`config.mk`:
```
export PLATFORM = sky130hd
export DESIGN_NAME = pwm_seq_ctrl_flat
export DESIGN_NICKNAME = d
export VERILOG_FILES = /design/src/rtl/pwm_seq_ctrl_if.sv /design/src/rtl/pwm_seq_ctrl.sv /design/src/flat_wrapper.sv
export SDC_FILE = /design/constraint.sdc
export NUM_CORES = 1
export LEC_CHECK = 0
export CAP_MARGIN = 10
export CORE_ASPECT_RATIO = 1.75
export CORE_MARGIN = 4
export CORE_UTILIZATION = 40
export DETAILED_ROUTE_END_ITERATION = 8
export SKIP_LAST_GASP = 1
export SLEW_MARGIN = 20
export SYNTH_ARGS = -nofsm -noshare
export SYNTH_HDL_FRONTEND = slang
export SYNTH_SLANG_ARGS = --single-unit
```
`constraint.sdc`:
```
create_clock -name mclk -period 3.4 [get_ports mclk]
set_input_delay 0.68 -clock mclk [delete_from_list [all_inputs] [get_ports mclk]]
set_output_delay 0.68 -clock mclk [all_outputs]
set_load 0.02 [all_outputs]
```
`src/rtl/pwm_seq_ctrl_if.sv`:
```
// PWM channel link: sequencer drives channel config,
// channel returns its single-cycle overflow pulse.
interface pwm_seq_ctrl_if;
   logic        pwm_enb;
   logic        pwm_run;
   logic [15:0] pwm_comp0;
   logic        pwm_ovflow_pe;

   modport master (
      output pwm_enb,
      output pwm_run,
      output pwm_comp0,
      input  pwm_ovflow_pe
   );

   modport slave (
      input  pwm_enb,
      input  pwm_run,
      input  pwm_comp0,
      output pwm_ovflow_pe
   );
endinterface

```
`src/rtl/pwm_seq_ctrl.sv`:
```
// Steps one PWM channel through a table of compare-0 values,
// holding each entry for rpt+1 overflow periods.
module pwm_seq_ctrl #(
   parameter int DEPTH = 8,
   parameter int AW    = 3
) (
   input  logic          mclk,
   input  logic          h_reset,
   input  logic          seq_start,
   input  logic          seq_stop,
   input  logic [AW:0]   cfg_seq_len,
   input  logic [7:0]    cfg_seq_rpt,
   input  logic          cfg_seq_loop,
   input  logic          tbl_wr_en,
   input  logic [AW-1:0] tbl_wr_addr,
   input  logic [15:0]   tbl_wr_data,
   pwm_seq_ctrl_if.master pwm,
   output logic          seq_busy,
   output logic [AW-1:0] seq_idx,
   output logic          seq_done,
   output logic          seq_err
);

   typedef enum logic [1:0] {
      IDLE,
      LOAD,
      RUN,
      DONE
   } state_t;

   localparam logic [AW:0] LEN_MAX = (AW+1)'(DEPTH);

   state_t        state_q;
   state_t        state_d;
   logic [15:0]   tbl [DEPTH];
   logic [AW:0]   len_l;
   logic [7:0]    rpt_l;
   logic          loop_l;
   logic [7:0]    rpt_q;
   logic [7:0]    rpt_d;
   logic [AW-1:0] idx_q;
   logic [AW-1:0] idx_d;
   logic [AW-1:0] nxt_idx;
   logic [AW:0]   last_idx;
   logic [15:0]   comp_q;
   logic [15:0]   comp_d;
   logic          wr_ok;
   logic          len_ok;
   logic          latch;
   logic          err_d;
   logic          enb_q;
   logic          run_q;
   logic          busy_q;
   logic          done_q;
   logic          err_q;

   assign wr_ok    = tbl_wr_en && (state_q == IDLE);
   assign len_ok   = (cfg_seq_len != '0) &&
                     (cfg_seq_len <= LEN_MAX);
   assign nxt_idx  = idx_q + AW'(1);
   assign last_idx = len_l - (AW+1)'(1);

   always_comb begin
      state_d = state_q;
      idx_d   = idx_q;
      rpt_d   = rpt_q;
      comp_d  = comp_q;
      latch   = 1'b0;
      err_d   = 1'b0;
      unique case (state_q)
         IDLE: begin
            if (seq_start) begin
               if (len_ok) begin
                  state_d = LOAD;
                  idx_d   = '0;
                  rpt_d   = '0;
                  latch   = 1'b1;
                  // a same-cycle write to entry 0 must be seen
                  if (wr_ok && tbl_wr_addr == '0)
                     comp_d = tbl_wr_data;
                  else
                     comp_d = tbl[0];
               end else begin
                  err_d = 1'b1;
               end
            end
         end
         LOAD: state_d = RUN;
         RUN: begin
            if (pwm.pwm_ovflow_pe) begin
               if (rpt_q != rpt_l) begin
                  rpt_d = rpt_q + 8'd1;
               end else begin
                  rpt_d = '0;
                  if ({1'b0, idx_q} != last_idx) begin
                     idx_d  = nxt_idx;
                     comp_d = tbl[nxt_idx];
                  end else if (loop_l) begin
                     idx_d  = '0;
                     comp_d = tbl[0];
                  end else begin
                     state_d = DONE;
                  end
               end
            end
         end
         DONE: state_d = IDLE;
      endcase
      if (tbl_wr_en && state_q != IDLE)
         err_d = 1'b1;
      if (seq_stop && state_q != IDLE) begin
         state_d = IDLE;
         idx_d   = idx_q;
         rpt_d   = rpt_q;
         comp_d  = comp_q;
      end
   end

   always_ff @(posedge mclk) begin
      if (h_reset) begin
         state_q <= IDLE;
         idx_q   <= '0;
         rpt_q   <= '0;
         comp_q  <= '0;
         len_l   <= '0;
         rpt_l   <= '0;
         loop_l  <= 1'b0;
         enb_q   <= 1'b0;
         run_q   <= 1'b0;
         busy_q  <= 1'b0;
         done_q  <= 1'b0;
         err_q   <= 1'b0;
      end else begin
         state_q <= state_d;
         idx_q   <= idx_d;
         rpt_q   <= rpt_d;
         comp_q  <= comp_d;
         if (latch) begin
            len_l  <= cfg_seq_len;
            rpt_l  <= cfg_seq_rpt;
            loop_l <= cfg_seq_loop;
         end
         // outputs follow the next state so they are registered
         enb_q  <= (state_d == LOAD) || (state_d == RUN);
         run_q  <= (state_d == RUN);
         busy_q <= (state_d != IDLE);
         done_q <= (state_d == DONE);
         err_q  <= err_d;
      end
   end

   always_ff @(posedge mclk) begin
      if (h_reset) begin
         for (int i = 0; i < DEPTH; i++)
            tbl[i] <= '0;
      end else if (wr_ok) begin
         tbl[tbl_wr_addr] <= tbl_wr_data;
      end
   end

   assign pwm.pwm_enb   = enb_q;
   assign pwm.pwm_run   = run_q;
   assign pwm.pwm_comp0 = comp_q;
   assign seq_busy      = busy_q;
   assign seq_idx       = idx_q;
   assign seq_done      = done_q;
   assign seq_err       = err_q;

endmodule

```
`src/flat_wrapper.sv`:
```
// flat-port wrapper written by rule: the top's interface ports become plain ports
module pwm_seq_ctrl_flat 
#(
   parameter int DEPTH = 8,
   parameter int AW    = 3
)
  (mclk, h_reset, seq_start, seq_stop, cfg_seq_len, cfg_seq_rpt, cfg_seq_loop, tbl_wr_en, tbl_wr_addr, tbl_wr_data, seq_busy, seq_idx, seq_done, seq_err, pwm_pwm_enb, pwm_pwm_run, pwm_pwm_comp0, pwm_pwm_ovflow_pe);
  pwm_seq_ctrl_if pwm_i ();
  input  logic mclk;
  input  logic h_reset;
  input  logic seq_start;
  input  logic seq_stop;
  input  logic [AW:0] cfg_seq_len;
  input  logic [7:0] cfg_seq_rpt;
  input  logic cfg_seq_loop;
  input  logic tbl_wr_en;
  input  logic [AW-1:0] tbl_wr_addr;
  input  logic [15:0] tbl_wr_data;
  output logic seq_busy;
  output logic [AW-1:0] seq_idx;
  output logic seq_done;
  output logic seq_err;
  output wire logic [$bits(pwm_i.pwm_enb)-1:0] pwm_pwm_enb;
  output wire logic [$bits(pwm_i.pwm_run)-1:0] pwm_pwm_run;
  output wire logic [$bits(pwm_i.pwm_comp0)-1:0] pwm_pwm_comp0;
  input wire logic [$bits(pwm_i.pwm_ovflow_pe)-1:0] pwm_pwm_ovflow_pe;
  assign pwm_pwm_enb = pwm_i.pwm_enb;
  assign pwm_pwm_run = pwm_i.pwm_run;
  assign pwm_pwm_comp0 = pwm_i.pwm_comp0;
  assign pwm_i.pwm_ovflow_pe = pwm_pwm_ovflow_pe;
  pwm_seq_ctrl #(.DEPTH(DEPTH), .AW(AW)) u_core (.mclk(mclk), .h_reset(h_reset), .seq_start(seq_start), .seq_stop(seq_stop), .cfg_seq_len(cfg_seq_len), .cfg_seq_rpt(cfg_seq_rpt), .cfg_seq_loop(cfg_seq_loop), .tbl_wr_en(tbl_wr_en), .tbl_wr_addr(tbl_wr_addr), .tbl_wr_data(tbl_wr_data), .pwm(pwm_i), .seq_busy(seq_busy), .seq_idx(seq_idx), .seq_done(seq_done), .seq_err(seq_err));
endmodule
```
# Word level (Yosys, flattened, before mapping)

Memory sizes are Yosys's and may differ from the RTL's.
Cells that the tools add are included.

Bits in registers: 47
Latch bits: 0
RAM bits: 128
Bits in read-only memories: 0
Memories: 1

Add/subtract/negate cells: 3
Multipliers: 0
Divide/modulo/power cells: 0
Order comparisons: 1
Equal/unequal tests: 13
Shift-type cells: 0
Multiplexer cells: 43
Bitwise gates (word level): 1
Reduce and logical (&&, ||, !) cells: 15

Memory list:

| name       | depth | bits a word | read ports | clocked after Yosys merged registers in | write ports | line               | RTL |
|---|---|---|---|---|---|---|---|
| u_core.tbl | 8     | 16          | 2          | 0                                       | 8           | pwm_seq_ctrl.sv:35 | `logic [15:0] tbl [DEPTH];` |

Operator list:

| operator                                                               | count |
|---|---|
| 16-bit two-way mux                                                     | 8 |
| 8-bit two-way mux                                                      | 4 |
| 16-bit case mux with 2 select lines                                    | 1 |
| 3-bit two-way mux                                                      | 7 |
| 8-bit case mux with 2 select lines                                     | 1 |
| 16-bit OR reduction                                                    | 1 |
| 2-bit two-way mux                                                      | 7 |
| 1-bit two-way mux                                                      | 13 |
| 8-bit by 1-bit adder with 8-bit output (second input constant)         | 1 |
| 2-bit equality test (second input constant)                            | 4 |
| 8-bit != test                                                          | 1 |
| 2-bit case mux with 4 select lines                                     | 1 |
| 7-bit AND reduction                                                    | 1 |
| 2-bit != test (second input constant)                                  | 3 |
| 3-bit case mux with 2 select lines                                     | 1 |
| 2-bit nonzero test                                                     | 3 |
| 1-bit logical AND                                                      | 5 |
| 5-bit AND reduction                                                    | 1 |
| 2-bit by 1-bit equality test with 1-bit output (second input constant) | 2 |
| 4-bit less-or-equal comparator (second input constant)                 | 1 |
| 3-bit by 4-bit != test with 1-bit output                               | 1 |
| 4-bit nonzero test                                                     | 1 |
| 4-bit by 1-bit subtractor with 4-bit output (second input constant)    | 1 |
| 3-bit by 1-bit adder with 3-bit output (second input constant)         | 1 |
| other kinds (6)                                                        | 6 |

# Logic depth before layout (Yosys ltp)

Depth after elaboration: 9
Depth in mapped cells: 9
Mapped depth without buffers: 9

# Least setup slack after synthesis

No wires, ideal clock.

Path kind: input port to flip-flop
From: input port h_reset
To: memory u_core.tbl[3][0] (enable)
Setup time: 0.411 ns
Arrival time: 2.408 ns
Required time: 2.989 ns
Setup slack: 0.581 ns
Stages: 4
Path through: clkbuf_1 -> inv_1 -> nand4_1 -> o21ai_0

RTL lines:

| item               | line               | RTL |
|---|---|---|
| start: declaration | flat_wrapper.sv:10 | `input logic h_reset;` |
| end: declaration   | pwm_seq_ctrl.sv:35 |  |

# Worst setup path in the final report

From: register u_core.idx_q[0] (netlist: u_core.seq_idx[0])
To: output port seq_idx[0]

RTL lines:

| item                     | line                | RTL |
|---|---|---|
| start: declaration       | pwm_seq_ctrl.sv:41  | `logic [AW-1:0] idx_q;` |
| start signal: assignment | pwm_seq_ctrl.sv:135 | `idx_q <= idx_d;` |
| end: declaration         | flat_wrapper.sv:20  | `output logic [AW-1:0] seq_idx;` |

No word-level cell between the ends.

==> flow_summary.html <==
<table>
<tr><th>Metric</th><th>Value</th></tr>
<tr><th colspan="2">Status</th></tr>
<tr><td>Run status</td><td>finished, final reports clean</td></tr>
<tr><th colspan="2">Synthesis</th></tr>
<tr><td>Dominant cells by area after synthesis</td><td>edfxtp_1 (47%), dfxtp_1 (12%), and2_1 (10%)</td></tr>
<tr><td>Number of synthesized register bits</td><td>175</td></tr>
<tr><td>Avg Synthesized Cell Area</td><td>13.3 um^2</td></tr>
<tr><td>Mapped Nets</td><td>651</td></tr>
<tr><td>Area fraction of the dominant cell type after synthesis</td><td>47.5%</td></tr>
<tr><td>Share of flip-flops with an asynchronous set or reset after synthesis</td><td>0%</td></tr>
<tr><td>Synth warn</td><td>0</td></tr>
<tr><td>Sequential element share of the synthesized area</td><td>59.1%</td></tr>
<tr><td>Distinct cells, synth</td><td>47</td></tr>
<tr><td>Gate count of the mapped netlist</td><td>607</td></tr>
<tr><td>Most frequent cell after synthesis</td><td>and2_1</td></tr>
<tr><td>Mapped Area</td><td>8090 um^2</td></tr>
<tr><td>Main synth FF type</td><td>edfxtp_1</td></tr>
<tr><td>Most numerous cell types in the synthesized netlist</td><td>and2_1 (130), edfxtp_1 (128), nor2_1 (50), dfxtp_1 (47), mux4_2 (32)</td></tr>
<tr><td>Number of enable-type register cells in the synthesized netlist</td><td>128</td></tr>
<tr><td>Top cell type by total area after synthesis</td><td>edfxtp_1</td></tr>
<tr><th colspan="2">Critical path</th></tr>
<tr><td>Kind of capture point of the worst setup path</td><td>output port</td></tr>
<tr><td>WP depth</td><td>2</td></tr>
<tr><td>Origin of the critical flop-to-flop path</td><td>u_core.len_l[0]</td></tr>
<tr><td>Max incr delay on CP</td><td>0.74 ns</td></tr>
<tr><td>Worst Reg2Reg Path Length in Cells</td><td>7</td></tr>
<tr><td>Cell breakdown of the critical path</td><td>buf_4 &gt; clkdlybuf4s50_1</td></tr>
<tr><td>R2R Setup Slk</td><td>0.93 ns</td></tr>
<tr><td>Buffers and inverters on the worst path</td><td>2</td></tr>
<tr><td>Cell with the largest stage delay on the worst path</td><td>clkdlybuf4s50_1</td></tr>
<tr><td>Data arrival, critical path</td><td>2.07 ns</td></tr>
<tr><td>Critical path fanouts, max</td><td>35</td></tr>
<tr><td>Category of the most critical setup path</td><td>reg -&gt; out</td></tr>
<tr><td>Cell family with most CP delay</td><td>buffers and inverters</td></tr>
<tr><td>Critical path launch point</td><td>u_core.seq_idx[0]</td></tr>
<tr><td>Reg-to-reg endpoint</td><td>u_core.seq_idx[0]</td></tr>
<tr><td>Startpoint Class</td><td>flop</td></tr>
<tr><td>Critical path endpoint</td><td>seq_idx[0]</td></tr>
<tr><td>Required time of the worst setup path</td><td>2.72 ns</td></tr>
<tr><th colspan="2">CTS</th></tr>
<tr><td>Sinks on the clock net</td><td>175</td></tr>
<tr><td>CTS H-tree lvls</td><td>4</td></tr>
<tr><td>Post-CTS clock slew at the launch and capture registers of the worst setup and hold paths</td><td>0.06 ns</td></tr>
<tr><td>Clock buffer count from CTS</td><td>17</td></tr>
<tr><td>Number of setup buffers added after CTS</td><td>0</td></tr>
<tr><td>Hold-fix buffers at CTS</td><td>0</td></tr>
<tr><td>Maximum buffer depth of the clock tree</td><td>2</td></tr>
<tr><td>Clock latency of the later-clocked register in the worst-skew pair</td><td>0.42 ns</td></tr>
<tr><td>CTS Root Buffer Type</td><td>clkbuf_16</td></tr>
<tr><td>Cts repair resizes</td><td>0</td></tr>
<tr><td>TritonCTS clock tree</td><td>done</td></tr>
<tr><th colspan="2">Drt</th></tr>
<tr><td>Vias per cell</td><td>5.27</td></tr>
<tr><td>Number of detailed-route iterations in the first pass</td><td>5</td></tr>
<tr><td>Routed wire per std cell</td><td>20.1 um</td></tr>
<tr><td>Post-Route WL</td><td>18.8 mm</td></tr>
<tr><td>Post-route DRC violation count</td><td>0</td></tr>
<tr><td>Number of DRC markers after the initial detailed-route iteration</td><td>290</td></tr>
<tr><td>Antenna Nets Post-Route</td><td>0</td></tr>
<tr><td>Total number of vias</td><td>4931</td></tr>
<tr><th colspan="2">Placed design</th></tr>
<tr><td>Final GP Congestion</td><td>0.814</td></tr>
<tr><td># port buffers</td><td>61</td></tr>
<tr><td>Inst Count DP</td><td>905</td></tr>
<tr><td>Detailed Place HPWL</td><td>13.3 mm</td></tr>
<tr><td>Placed Instance Area</td><td>9040 um^2</td></tr>
<tr><th colspan="2">Timing</th></tr>
<tr><td>Slew Limit Fails</td><td>0</td></tr>
<tr><td>Final hold violation count</td><td>0</td></tr>
<tr><td>Final critical-path share of the clock period</td><td>80.9%</td></tr>
<tr><td>Unrepaired setup endpoints after global routing</td><td>no</td></tr>
<tr><td>Max-Slew Margin vs Limit</td><td>41.6%</td></tr>
<tr><td>Worst-margin pin slew</td><td>0.873 ns</td></tr>
<tr><td>Post-route clock skew</td><td>0.00599 ns</td></tr>
<tr><td>Final Critical Period</td><td>2.75 ns</td></tr>
<tr><td>Final count of negative-setup-slack endpoints</td><td>0</td></tr>
<tr><td>Achievable Freq</td><td>0.363 GHz</td></tr>
<tr><td>Setup tns final</td><td>0 ns</td></tr>
<tr><th colspan="2">Global route</th></tr>
<tr><td>Global Route met3 Usage</td><td>2.81%</td></tr>
<tr><td>Met2 Usage GRT</td><td>33.1%</td></tr>
<tr><td>Overall fraction of global-route tracks in use</td><td>17.4%</td></tr>
<tr><td>Met1 GRT Util</td><td>19.7%</td></tr>
<tr><td>Top Usage Layer GRT</td><td>met2</td></tr>
<tr><td>Initial antenna violation count</td><td>0</td></tr>
<tr><td>Number of global-route vias before repair</td><td>5300</td></tr>
<tr><td>Largest net degree at the start of global routing</td><td>36</td></tr>
<tr><td>Total grt overflow</td><td>0</td></tr>
<tr><td>Global-route wire length before repair</td><td>29.6 mm</td></tr>
<tr><th colspan="2">Floorplan</th></tr>
<tr><td>Floorplan die width</td><td>116 um</td></tr>
<tr><td>Core area</td><td>19800 um^2</td></tr>
<tr><td>Number of rows in the core area</td><td>68</td></tr>
<tr><td>Die span in y</td><td>196 um</td></tr>
<tr><td>I/O pin count</td><td>62</td></tr>
<tr><td>Die area</td><td>22700 um^2</td></tr>
<tr><td>Initial cell density of the core</td><td>40.8%</td></tr>
<tr><th colspan="2">Worst hold path</th></tr>
<tr><td>Hold Crit Class</td><td>reg -&gt; reg</td></tr>
<tr><th colspan="2">Pwr</th></tr>
<tr><td>IR drop worst, VDD</td><td>0.352 mV</td></tr>
<tr><td>Leakage power summed over all cells</td><td>3.38 nW</td></tr>
<tr><td>Post-route total power</td><td>4.55 mW</td></tr>
<tr><td>Power density over cell area</td><td>476 nW/um^2</td></tr>
<tr><th colspan="2">Final layout</th></tr>
<tr><td>Final design area excluding fillers</td><td>9560 um^2</td></tr>
<tr><td>ANT cells</td><td>0</td></tr>
<tr><td>Layout Area Growth over Synthesis</td><td>18.1%</td></tr>
<tr><td>Layout cells sized above 1</td><td>13.2%</td></tr>
<tr><td>Number of nets in the layout</td><td>723</td></tr>
<tr><td>Share of the core filled with cells in the final layout</td><td>48.2%</td></tr>
<tr><td>Filler-free cell count of the finished design</td><td>936</td></tr>
<tr><th colspan="2">Flow run</th></tr>
<tr><td>Total of max-cap violations</td><td>0</td></tr>
</table>
## area by class of cell
class	instances	area [um^2]
clock inverters	10	72.6
inverters	5	18.8
multi-input cells	397	3160
well taps	245	307
flip-flops and latches	175	4790
fillers	1747	10300
clock buffers	21	440
repair buffers	83	776
## per-stage QoR
stage	setup slack (ns)	hold WS, ns
global route	0.473	0.488
detailed placement	0.418	0.468
CTS	0.565	0.483
finish	0.649	0.481
floorplan	0.581	0.461
global placement	0.452	0.449
## cell usage in the layout, fill, tap and decap left out, types with 2 or more instances in the layout
master / instances
nor2_2: 4
xor2_1: 5
or2_2: 2
nand3_1: 5
o21ai_0: 5
buf_4: 22
o21a_1: 2
inv_1: 5
nor2_1: 46
edfxtp_1: 128
o31a_1: 3
clkdlybuf4s50_1: 61
dfxtp_1: 46
a21oi_1: 20
clkinv_2: 4
nor2b_1: 6
nor3_1: 9
and3_1: 2
o21ai_1: 7
and2_1: 130
nand2_1: 10
nand4_1: 6
clkbuf_16: 17
nand3b_1: 16
xnor2_1: 13
nand2b_1: 4
a32o_1: 17
mux4_2: 32
clkinv_1: 4
clkbuf_1: 4
mux2i_1: 29
ha_1: 6
## sequential cells by signal, indices dropped and copies added, names as in the netlist, 2 cells and up
register and count:
u_core.rpt_l 8, u_core.rpt_q 8, u_core.seq_idx 3, u_core.state_q 2, u_core.pwm.pwm_comp0 16, u_core.len_l 4, u_core.tbl 128
## worst register-to-register path: stages, from the launching register on
cell and delay (ns):
dfxtp_1 0.41, inv_1 0.06, ha_1 0.20, xnor2_1 0.33
o211ai_1 0.23, o21ai_2 0.67, nor3_1 0.18, a22o_1 0.27
## per-layer routing
metal	wire, um	part of all wire [%]
met2	10500	56
met5	0	0
met1	7290	39
met4	263	1.4
met3	697	3.7
## logic make-up (layout without fill, tap and decap cells)
| logic type | count (synthesis) | after routing | synth area share (%) |
|---|---|---|---|
| XOR/XNOR | 19 | 19 | 2.06 |
| buffers and inverters | 35 | 119 | 2.09 |
| AO/OA/AOI/OAI | 64 | 64 | 5.84 |
| flip-flops | 175 | 175 | 59.1 |
| multiplexers | 61 | 61 | 12.5 |
| AND/OR/NAND/NOR | 247 | 247 | 17.5 |
| adder cells (fa/ha/maj) | 6 | 6 | 0.927 |
## worst min path at each step
stage | start | end | slack (ns) | cells after the start
floorplan | u_core.loop_l | u_core.loop_l | 0.46 | 2
global placement | u_core.pwm.pwm_comp0[15] | u_core.pwm.pwm_comp0[15] | 0.45 | 1
detailed placement | u_core.pwm.pwm_comp0[15] | u_core.pwm.pwm_comp0[15] | 0.47 | 1
CTS | u_core.pwm.pwm_comp0[15] | u_core.pwm.pwm_comp0[15] | 0.48 | 1
global route | u_core.pwm.pwm_comp0[15] | u_core.pwm.pwm_comp0[15] | 0.49 | 1
finish | u_core.pwm.pwm_comp0[6] | u_core.pwm.pwm_comp0[6] | 0.48 | 1
## power breakdown
part / switching, mW / internal, mW
sequential: 0.0411 / 2.39
clock: 0.754 / 0.988
combinational: 0.208 / 0.169
Note: power is estimated with default switching activity, not from simulation.
